### src/rtl/ps2_pkg.sv
// ps2_pkg: FSM states and constants shared by the PS/2 frame receiver.
package ps2_pkg;
    typedef enum logic [1:0] {IDLE, DATA, PARITY, STOP} ps2_state_t;
    localparam logic [7:0] PS2_EXT_PREFIX   = 8'hE0;
    localparam logic [7:0] PS2_BREAK_PREFIX = 8'hF0;
    localparam int         PS2_DATA_BITS    = 8;
endpackage

### src/rtl/ps2_line_filter.sv
// ps2_line_filter: synchronises a raw pin, deglitches it and flags each filtered 1->0 edge.
module ps2_line_filter #(
    parameter int SYNC_STAGES = 2,
    parameter int FILTER_LEN  = 4
) (
    input  logic clk,
    input  logic resetN,
    input  logic i_line,
    output logic o_fall
);
    localparam int CW = $clog2(FILTER_LEN + 1);
    logic [SYNC_STAGES-1:0] r_sync;
    logic                   r_level;
    logic [CW-1:0]          r_cnt;
    logic                   w_diff;
    logic                   w_flip;
    assign w_diff = r_sync[SYNC_STAGES-1] != r_level;
    assign w_flip = w_diff && (r_cnt == CW'(FILTER_LEN - 1));
    // Idle PS/2 clock is high, so starting high avoids a spurious fall out of reset.
    always_ff @(posedge clk) begin
        if (!resetN) begin
            r_sync  <= '1;
            r_level <= 1'b1;
            r_cnt   <= '0;
            o_fall  <= 1'b0;
        end else begin
            r_sync  <= {r_sync[SYNC_STAGES-2:0], i_line};
            r_cnt   <= (w_diff && !w_flip) ? r_cnt + CW'(1) : '0;
            r_level <= w_flip ? ~r_level : r_level;
            o_fall  <= w_flip && r_level;
        end
    end
endmodule

### src/rtl/ps2_frame_receiver.sv
// ps2_frame_receiver: deserialises PS/2 frames into checked scan-code bytes.
// Optional prefix (E0/F0) tracking is enabled by defining PS2_PREFIX_TRACK_EN.
module ps2_frame_receiver
    import ps2_pkg::*;
#(
    parameter int SYNC_STAGES    = 2,
    parameter int FILTER_LEN     = 4,
    parameter int TIMEOUT_CYCLES = 63000
) (
    input  logic       clk,
    input  logic       resetN,
    input  logic       ps2_clk,
    input  logic       ps2_dat,
    output logic [7:0] data,
    output logic       valid,
    output logic       parity_err,
    output logic       frame_err,
    output logic       busy,
    output logic [8:0] key_code,
    output logic       is_break
);
    localparam int TW = $clog2(TIMEOUT_CYCLES);
    localparam int BW = $clog2(PS2_DATA_BITS);
    localparam logic [TW-1:0] TO_MAX = TW'(TIMEOUT_CYCLES - 1);
    ps2_state_t             r_state;
    logic [SYNC_STAGES-1:0] r_dat_sync;
    logic [BW-1:0]          r_cnt;
    logic [7:0]             r_shift;
    logic                   r_par;
    logic [TW-1:0]          r_to;
    logic                   w_fall;
    logic                   w_dat;
`ifdef PS2_PREFIX_TRACK_EN
    logic                   r_ext;
    logic                   r_brk;
`endif
    ps2_line_filter #(.SYNC_STAGES(SYNC_STAGES), .FILTER_LEN(FILTER_LEN)) u_clk_filter (
        .clk    (clk),
        .resetN (resetN),
        .i_line (ps2_clk),
        .o_fall (w_fall)
    );
    assign w_dat = r_dat_sync[SYNC_STAGES-1];
    assign busy  = r_state != IDLE;
    always_ff @(posedge clk) begin
        if (!resetN) begin
            r_dat_sync <= '1;
            r_state    <= IDLE;
            r_cnt      <= '0;
            r_shift    <= '0;
            r_par      <= 1'b0;
            r_to       <= '0;
            data       <= '0;
            valid      <= 1'b0;
            parity_err <= 1'b0;
            frame_err  <= 1'b0;
            key_code   <= '0;
            is_break   <= 1'b0;
`ifdef PS2_PREFIX_TRACK_EN
            r_ext      <= 1'b0;
            r_brk      <= 1'b0;
`endif
        end else begin
            r_dat_sync <= {r_dat_sync[SYNC_STAGES-2:0], ps2_dat};
            valid      <= 1'b0;
            parity_err <= 1'b0;
            frame_err  <= 1'b0;
            r_to       <= (r_state == IDLE || w_fall) ? '0 : (r_to == TO_MAX) ? r_to : r_to + TW'(1);
            // A fall always beats a timeout expiring in the same cycle.
            if (w_fall) begin
                case (r_state)
                    IDLE: begin
                        r_state <= w_dat ? IDLE : DATA;
                        r_cnt   <= '0;
                    end
                    DATA: begin
                        r_shift[r_cnt] <= w_dat;
                        r_cnt          <= r_cnt + BW'(1);
                        r_state        <= (r_cnt == BW'(PS2_DATA_BITS - 1)) ? PARITY : DATA;
                    end
                    PARITY: begin
                        r_par   <= w_dat;
                        r_state <= STOP;
                    end
                    default: begin
                        r_state <= IDLE;
                        if (!w_dat || !(^{r_shift, r_par})) begin
                            frame_err  <= !w_dat;
                            parity_err <= w_dat;
`ifdef PS2_PREFIX_TRACK_EN
                            r_ext      <= 1'b0;
                            r_brk      <= 1'b0;
`endif
                        end else begin
                            data <= r_shift;
`ifdef PS2_PREFIX_TRACK_EN
                            if (r_shift == PS2_EXT_PREFIX) r_ext <= 1'b1;
                            else if (r_shift == PS2_BREAK_PREFIX) r_brk <= 1'b1;
                            else begin
                                valid    <= 1'b1;
                                key_code <= {r_ext, r_shift};
                                is_break <= r_brk;
                                r_ext    <= 1'b0;
                                r_brk    <= 1'b0;
                            end
`else
                            valid    <= 1'b1;
                            key_code <= {1'b0, r_shift};
`endif
                        end
                    end
                endcase
            end else if (r_state != IDLE && r_to == TO_MAX) begin
                frame_err <= 1'b1;
                r_state   <= IDLE;
`ifdef PS2_PREFIX_TRACK_EN
                r_ext     <= 1'b0;
                r_brk     <= 1'b0;
`endif
            end
        end
    end
endmodule

### config.mk
export PLATFORM = sky130hd
export DESIGN_NAME = ps2_frame_receiver
export DESIGN_NICKNAME = d
export VERILOG_FILES = /design/src/rtl/ps2_pkg.sv /design/src/rtl/ps2_line_filter.sv /design/src/rtl/ps2_frame_receiver.sv
export SDC_FILE = /design/constraint.sdc
export NUM_CORES = 1
export LEC_CHECK = 0
export ABC_AREA = 1
export CORE_ASPECT_RATIO = 1.25
export CORE_MARGIN = 8
export CORE_UTILIZATION = 30
export CTS_CLUSTER_DIAMETER = 100
export DETAILED_ROUTE_END_ITERATION = 8
export PLACE_DENSITY_LB_ADDON = 0.08
export SLEW_MARGIN = 20
export SYNTH_ARGS = -nofsm -noshare
export SYNTH_HDL_FRONTEND = slang
export SYNTH_HIERARCHICAL = 1
export SYNTH_SLANG_ARGS = --single-unit
### constraint.sdc
create_clock -name clk -period 2 [get_ports clk]
set_clock_uncertainty 0.05 [all_clocks]
set_input_delay 0.3 -clock clk [delete_from_list [all_inputs] [get_ports clk]]
set_output_delay 0.3 -clock clk [all_outputs]
set_load 0.03 [all_outputs]
Word level (Yosys, flattened, before mapping):

Index checks and enable logic that the tools add are counted.

* register bits after elaboration: 50
* input bits: 4

* magnitude comparators: 2
* $add $sub $neg: 3
* multiplexer cells: 14
* reduce and logical (&&, ||, !) cells: 24
* eq/ne operators: 6
* bitwise logic cells: 5

Operator list (number)
* $add 16x1->16 const B: 1
* $eq 16x16->1 const B: 1
* $reduce_xor 9->1: 1
* $bwmux 8: 1
* $reduce_and 2->1: 4
* $mux 1: 7
* $add 3x1->3 const B: 2
* $mux 2: 3
* $pmux 2 s3: 1
* $pmux 3 s2: 1
* $reduce_bool 2->1: 3
* $reduce_or 6->1: 1
* $logic_and 1x1->1: 5
* $not 1->1: 5
* $reduce_or 5->1: 1
* $lt 3x4->1 const B: 1
* $demux 1 s3: 1
* $eq 3x2->1 const B: 1
* $eq 3x3->1 const B: 1
* $ge 3x1->1 const B: 1
* $logic_not 1->1: 3
* $reduce_and 3->1: 1
* $reduce_or 3->1: 1
* $eq 2x1->1 const B: 1
* 5 further kinds: 6

Depth between registers and ports, before layout:

Gate-level depths: netlist of the first run.

* depth after elaboration: 6
* mapped depth: 14
* depth with buffers taken out: 13

Hierarchy:

The synthesis of the first run kept the hierarchy.

Modules (own cells, without submodules)
* ps2_frame_receiver: sequential area each 860.8 sq um, area each 2238.4 sq um, cells each 329, instances 1
* ps2_line_filter: sequential area each 140.1 sq um, area each 254.0 sq um, cells each 27, instances 1

Least setup slack after synthesis of the first run:

OpenSTA, ideal clock, no wires.

* kind: flip-flop to flip-flop
* start point: register r_to[0]
* end point: register r_to[14]
* arrival: 1.329 ns
* data required time: 1.831 ns
* cell stages (with the launch flop): 8
* library setup time: 0.119 ns
* clock period less this slack: 1.497 ns
* path buffers: 0
* setup slack: 0.503 ns
* cell sequence: dfxtp_1 ha_1 nand3_1 nor2_1 nand2_1 nor2_1 nand2_1 o221a_2

* longest elaborated chain between the ends: 1
* elaborated cells on any way between the ends: 2

RTL lines
* start: declaration: RTL line ps2_frame_receiver.sv:30 `logic [TW-1:0] r_to;`
* start signal: assignment: RTL line ps2_frame_receiver.sv:68 `r_to <= (r_state == IDLE || w_fall) ? '0 : (r_to == TO_MAX) ? r_to : r_to + TW'(1);`
* $add 16x1->16 / $eq 16x16->1 (equally long branches): RTL line ps2_frame_receiver.sv:68

Parallel ways exist; a longest one is shown, timed or not.
A chain may end at the register's enable or synchronous reset.

Worst setup path in the final report of the first run:

* start point: register r_state[1]
* end point: output port busy

* longest elaborated chain between the ends: 1

RTL lines
* start: declaration: RTL line ps2_frame_receiver.sv:25 `ps2_state_t r_state;`
* start signal: assignment: RTL line ps2_frame_receiver.sv:73 `r_state <= w_dat ? IDLE : DATA;`
* start signal: assignment: RTL line ps2_frame_receiver.sv:79 `r_state <= (r_cnt == BW'(PS2_DATA_BITS - 1)) ? PARITY : DATA;`
* $reduce_bool 2->1: RTL line ps2_frame_receiver.sv:44 `assign busy = r_state != IDLE;`
* end: declaration: RTL line ps2_frame_receiver.sv:18 `output logic busy,`

Every way passes these cells.

==> flow_summary.ini, run 1 <==
[synthesis]
yosys.area_share.simple_pct = 29.92
synth_top_family_by_area = simple AND/OR/NAND/NOR gates
synthesis.instances = 356
sequential_area_share_after_synthesis_pct = 40.16
yosys.area_share.xor_xnor_pct = 0
synthTopCellsByArea = sky130_fd_sc_hd__dfxtp_1, sky130_fd_sc_hd__nand2_1, sky130_fd_sc_hd__inv_1, sky130_fd_sc_hd__nor2_1, sky130_fd_sc_hd__a21oi_1
synth_cell_types = 29
yosysTopAreaCell = sky130_fd_sc_hd__dfxtp_1
synth.ff_latch_count = 50
post_synth_instance_area_um2 = 2492
synth_compound_area_share_pct = 12.15
synthAdderAreaFrac_pct = 4.518
yosys-mux-area-fraction_pct = 0
synth_top_area_share_pct = 40.16
yosys_warnings = 6
post_synth.cell_area_avg_um2 = 7.001

[floorplan]
core_area_um2 = 8148
fp-row-count = 37
die_area_um2 = 11500
initial_core_utilization_pct = 30.59
ios = 26
die_width_um = 97.53
die-height_um = 117.9

[layout]
final_layout_size_suffix_gt1_share_pct = 8.995
antenna_cells = 0
finalNetCount = 391
final_design_area_no_fill_um2 = 2867
nFillCells = 886
synthToLayoutAreaGrowth_pct = 15.01

[clock_network]
clkTransAtPathRegs_ns = 0.09
cts.repair_timing.setup_buffer_count = 0
holdBufCountCts = 0
worst_skew_pair.late_latency_ns = 0.30
cts_tree = done
cts-root-buf = sky130_fd_sc_hd__clkbuf_8
cts.sinks = 50
cts_htree_levels = 2
cts_repair_resize_count = 1
cts-buffers-inserted = 5
clock_path_buffers = 2

[grt]
grt_antenna_before_repair = 0
grt_pass1_wl_um = 8880
grt_pass1_vias = 1943
pin_count_of_the_biggest_net_entering_global_routing = 16
overflow = 0
grt_usage_pct = 9.288

[worst_hold_path]
path_type_of_the_worst_min_delay_path = reg2reg
holdCritStartpoint = u_clk_filter/r_sync[0]$_SDFF_PN1_

[worst_setup_path]
worstSetupPathType = reg2out
crit_path_start = r_state[1]$_SDFFE_PN0P_
end_kind = output port
worst_ep_arrival_time_ns = 1.50
regToRegStartpoint = r_state[0]$_SDFFE_PN0P_
cp_max_fo = 5
worstPathRequired_ns = 1.65
timing.critical_path.from_type = register

[route]
post_detailed_route_wirelength_per_cell_um = 11.23
viasPerCell = 4.484
initialDrtViolationCount = 99
route.antenna.remaining_nets = 0
pre_antenna_drt_iters = 4
routed-via-count = 2130
drc_errors = 0
routed_wirelength_um = 5332

[power_and_ir_drop]
power.leakage_nw = 1.198
seq_power_share_pct = 62.2
power.share.combinational_pct = 2.4
cell_internal_power_mw = 1.255
power.share.clock_pct = 35.4
total_power_mw = 1.611
power.density_nw_per_um2 = 562.1
power_switching_mw = 0.3561
ir_drop_v = 0.0003019
netSwitchingFraction_pct = 22.10

[sta]
final.period_utilization_pct = 92.43
fmaxAchievable_ghz = 0.5410
finalHoldViolCount = 0
final_max_slew_viol_count = 0
whs_ns = 0.3668
grt_setup_unrepaired = no
final-setup-viol-count = 0
timing.setup.tns_ns = 0
fin_crit_ns = 1.849

[placed_design]
rd_place_congestion = 0.7588
place.port_buffers = 23
post_dp_cell_area_um2 = 2791
detailed_place_hpwl_um = 4175

[run]
maxCapViolCount = 0

[outcome]
run_status = finished, final reports clean
routing by layer:
layer / track usage (%) / vias up / share of wire, % / wire length (um)
li1: - / 1151 / - / -
met1: 8.908 / 945 / 41 / 2174
met3: 2.408 / 8 / 3.5 / 186
met2: 18.03 / 26 / 54 / 2875
met4: 3.704 / 0 / 1.8 / 95
met5: 0 / - / 0 / 0
cell usage in the layout, fill, tap and decap left out, drive strengths merged, types with 5 or more instances in the layout:
master         instances
a21oi                 28
a311oi                 5
buf                    7
clkbuf                 7
clkdlybuf4s50         22
dfxtp                 50
ha                     9
inv                   58
nand2                 88
nand3                  9
nand4                  7
nor2                  47
nor3                   9
o21ai                 20
kinds of logic after synthesis:
logic type,after synthesis
compound gates,55
other cells,1
simple gates,167
buf+inv,74
flops,50
fa+ha+maj,9
state kept, by name, summed over array words and instances (netlist names):
name / flops
r_to: 16
r_state: 2
u_clk_filter/r_level: 1
frame_err: 1
u_clk_filter/r_sync: 2
r_shift: 8
u_clk_filter/r_cnt: 3
u_clk_filter/o_fall: 1
data: 8
valid: 1
parity_err: 1
r_par: 1
r_cnt: 3
r_dat_sync: 2
power groups by stage:
| stage | Clock (mW) | Combinational, mW | Sequential, mW |
|---|---|---|---|
| global route | 0.631 | 0.0423 | 1.00 |
| finish | 0.571 | 0.0383 | 1.00 |
| global placement | 0 | 0.0389 | 1.03 |
| detailed placement | 0 | 0.0393 | 1.03 |
| CTS | 0.597 | 0.0394 | 1.00 |
| floorplan | 0 | 0.0265 | 1.02 |
final cells by class:
class,instances,area (um2),area share [%]
Sequential cell,50,1001,34.92
Clock buffer,7,76.32,2.663
Inverter,58,217.7,7.595
Timing Repair Buffer,30,281.5,9.821
Tap cell,97,121.4,4.234
Multi-Input combinational cell,233,1169,40.77
synth_stat cells, drive strengths merged:
library cell and n:
nor4 2, nor3 9, o21a 1, or2 4, dfxtp 50, buf 14
o21ai 20, a311oi 5, nand3 9, nand4 7, nor2 47, a21oi 28
ha 9, o221a 1, clkbuf 2, nor3b 1, conb 1, nand2 88
inv 58
final timing paths:
check / end / slack, ns / depth (start not counted)
setup / recovery: busy / 0.15 / 4
hold / removal: u_clk_filter/r_sync[1]$_SDFF_PN1_ / 0.37 / 1
setup reg to reg: r_shift[2]$_SDFFE_PN0P_ / 0.31 / 7
hold reg to reg: u_clk_filter/r_sync[1]$_SDFF_PN1_ / 0.37 / 1
stage by stage:
| stage | setup WS [ns] | std cells | util, % |
|---|---|---|---|
| final | 0.1514 | 475 | 35.18 |
| after global routing | 0.06170 | 475 | 35.18 |
| after CTS | 0.1106 | 475 | 35.18 |
| after detailed placement | 0.1785 | 468 | 34.26 |
| after global placement | 0.2017 | 468 | 34.26 |
| after floorplan | 0.5028 | 357 | - |
critical path, stage by stage, from the launching register on:
cell and delay [ns]:
sky130_fd_sc_hd__dfxtp_1 0.36, sky130_fd_sc_hd__inv_1 0.08, sky130_fd_sc_hd__ha_1 0.24, sky130_fd_sc_hd__inv_1 0.11
sky130_fd_sc_hd__dlygate4sd2_1 0.41
Note: power is estimated with default switching activity, not from simulation.
==> inputs of run 2 (changes only) <==
--- a/config.mk
+++ b/config.mk
@@ -5,12 +5,12 @@
 export SDC_FILE = /design/constraint.sdc
 export NUM_CORES = 1
 export LEC_CHECK = 0
-export ABC_AREA = 1
 export CORE_ASPECT_RATIO = 1.25
 export CORE_MARGIN = 8
 export CORE_UTILIZATION = 30
 export CTS_CLUSTER_DIAMETER = 100
 export DETAILED_ROUTE_END_ITERATION = 8
+export HOLD_SLACK_MARGIN = 0.05
 export PLACE_DENSITY_LB_ADDON = 0.08
 export SLEW_MARGIN = 20
 export SYNTH_ARGS = -nofsm -noshare
==> flow_summary.ini, run 2 <==
[outcome]
run_status = finished, final reports clean

[layout]
largest-register = r_to
top_regs = r_to x16, data x8, r_shift x8
final_layout_size_suffix_gt1_share_pct = 12.77
final_design_area_no_fill_um2 = 2851
finalNetCount = 294
mostFrequentLayoutCells = sky130_fd_sc_hd__dfxtp_1, sky130_fd_sc_hd__nand2_1, sky130_fd_sc_hd__clkdlybuf4s50_1
final_common_cell = sky130_fd_sc_hd__dfxtp_1
flip_flop_count_of_the_largest_register_after_layout = 16
antenna_cells = 0
nFillCells = 784
synthToLayoutAreaGrowth_pct = 21.16

[synthesis]
post_synth_instance_area_um2 = 2354
post_synth.cell_area_avg_um2 = 9.266
synth.cells.most_frequent = sky130_fd_sc_hd__dfxtp_1, sky130_fd_sc_hd__nand2_1, sky130_fd_sc_hd__nor2_1, sky130_fd_sc_hd__mux2i_1
synth-edff-count = 0
synth_cell_types = 44
synth_top_area_share_pct = 42.53
sequential_area_share_after_synthesis_pct = 42.53
yosys_warnings = 6
synth.ff_latch_count = 50
synthArstFlopShare_pct = 0
yosysMostFrequentCell = sky130_fd_sc_hd__dfxtp_1
ys_dominant_reg_cell = sky130_fd_sc_hd__dfxtp_1
synthTopCellsByArea = sky130_fd_sc_hd__dfxtp_1, sky130_fd_sc_hd__mux2i_1, sky130_fd_sc_hd__ha_1, sky130_fd_sc_hd__nand2_1, sky130_fd_sc_hd__xnor2_1
synthesis.instances = 254
yosysTopAreaCell = sky130_fd_sc_hd__dfxtp_1

[route]
post_detailed_route_wirelength_per_cell_um = 12.63
drc_errors = 0
routed_wirelength_um = 4763
viasPerCell = 4.650
pre_antenna_drt_iters = 4
route.antenna.remaining_nets = 0
initialDrtViolationCount = 50
routed-via-count = 1753

[clock_network]
cts.sinks = 50
cts_htree_levels = 2
worst_skew_pair.late_latency_ns = 0.30
holdBufCountCts = 0
cts_tree = done
clkTransAtPathRegs_ns = 0.09
clock_path_buffers = 2
cts-root-buf = sky130_fd_sc_hd__clkbuf_8
cts-buffers-inserted = 5

[sta]
worst_slew_margin_rel_pct = 64.43
final_max_slew_viol_count = 0
fmaxAchievable_ghz = 0.5334
finalHoldViolCount = 0
worst-slew-pin-transition_ns = 0.5322
fin_crit_ns = 1.875
timing.setup.tns_ns = 0
final-setup-viol-count = 0
final.period_utilization_pct = 93.74
grt_setup_unrepaired = no
whs_ns = 0.3653

[power_and_ir_drop]
power.density_nw_per_um2 = 619.5
cell_internal_power_mw = 1.392
power.share.combinational_pct = 2.2
total_power_mw = 1.767
power_switching_mw = 0.3746
power.leakage_nw = 0.9550
netSwitchingFraction_pct = 21.20
seq_power_share_pct = 56.7
power.share.clock_pct = 41.0
ir_drop_v = 0.0003061

[worst_setup_path]
worstSetupPathType = reg2out
worst_ep_arrival_time_ns = 1.52
worstPathRequired_ns = 1.65
critical_path.max_stage_delay_ns = 0.41
worst_path_max_delay_cell = sky130_fd_sc_hd__dlygate4sd2_1
timing.critical_path.from_type = register
cp_max_fo = 4
critical_path.cell_chain = inv_1 -> ha_1 -> inv_1 -> dlygate4sd2_1
critical-path-top-cell-by-count = sky130_fd_sc_hd__inv_1
end_kind = output port

[placed_design]
place.port_buffers = 23
rd_place_congestion = 0.7755
detailed_place_hpwl_um = 3602
post_dp_cell_area_um2 = 2735

[grt]
grt_pass1_vias = 1796
grt_antenna_before_repair = 0
grt_usage_pct = 9.481
grt_pass1_wl_um = 8252
overflow = 0
pin_count_of_the_biggest_net_entering_global_routing = 37

[floorplan]
die_width_um = 95.22
initial_core_utilization_pct = 30.56
ios = 26
fp-row-count = 36
core_area_um2 = 7702
die_area_um2 = 10950
die-height_um = 115.0

[run]
maxCapViolCount = 0

[worst_hold_path]
path_type_of_the_worst_min_delay_path = reg2reg
[run 2: changes by cell type after synthesis, sizes merged, moves of 8 or more]
cell / previous run / this run
nand2: 88 / 29
inv: 58 / 11
nor2: 47 / 13
a21oi: 28 / 6
mux2i: 0 / 13
xnor2: 0 / 11
or3: 0 / 10
a21boi: 0 / 9
o21ai: 20 / 12
[run 2: worst paths after layout]
kind | startpoint | to | slack, ns | depth (start not counted)
worst max-delay path | r_state[0]$_SDFFE_PN0P_ | busy | 0.13 | 4
worst min-delay path | r_dat_sync[0]$_SDFF_PN1_ | r_dat_sync[1]$_SDFF_PN1_ | 0.37 | 1
worst max register to register | r_to[1]$_SDFFE_PP0P_ | r_to[1]$_SDFFE_PP0P_ | 0.15 | 5
worst min register to register | r_dat_sync[0]$_SDFF_PN1_ | r_dat_sync[1]$_SDFF_PN1_ | 0.37 | 1
[run 2: layer usage]
| layer | track usage, % | routed length, um | up-vias |
|---|---|---|---|
| met3 | 2.417 | 219 | 8 |
| met4 | 3.445 | 84 | 0 |
| met5 | 0 | 0 | - |
| li1 | - | - | 923 |
| met2 | 17.26 | 2464 | 24 |
| met1 | 10.14 | 1994 | 798 |
[run 2: logic make-up (layout without fill, tap and decap cells)]
family          count (synthesis)  count (layout)  share of synthesized area (%)
compound gates                 37              37                          9.888
flops                          50              50                          42.53
other cells                     1               2                         0.1593
mux                            13              13                          6.061
buf+inv                        31              58                          6.858
fa+ha+maj                       9               9                          4.785
xor+xnor                       15              15                          6.752
simple gates                   98              98                          22.97
[run 2: worst max-delay path, delay by kind of cell, from the launching register on]
kind	cells	cell delay [ns]
adder cells (fa/ha/maj)	1	0.22
buffers and inverters	3	0.60
flip-flops	1	0.40
[run 2: area by class of cell]
cell class	count	area [um2]	area share (%)
clock buffer	5	68.82	2.413
inverter	11	41.29	1.448
sequential	50	1003	35.19
multi-input combinational	174	1201	42.12
timing repair buffer	39	374.1	13.12
tap	95	118.9	4.169
clock inverter	3	43.79	1.536
[run 2: timing repair]
item                                    CTS  global route
pin swaps                                 0             1
endpoints found under the setup margin    3             6
endpoints found under the hold margin     0             0
gates resized for setup                   3             1
setup buffers                             1             0
[run 2: power groups by stage]
stage / Combinational, mW / Clock [mW] / Sequential, mW
4_1_cts: 0.0406 / 0.763 / 1.00
3_5_place_dp: 0.0406 / 0 / 1.03
5_1_grt: 0.0439 / 0.799 / 1.00
2_1_floorplan: 0.0276 / 0 / 1.02
3_3_place_gp: 0.0412 / 0 / 1.03
6_report: 0.0395 / 0.725 / 1.00
[run 2: metrics by stage]
step | setup WS, ns | std cells | util, %
floorplan | 0.01633 | 255 | -
global placement | 0.02149 | 369 | 35.51
detailed placement | -0.008349 | 369 | 35.51
CTS | 0.002094 | 378 | 37.12
global route | 0.02564 | 377 | 37.02
finish | 0.1252 | 377 | 37.02
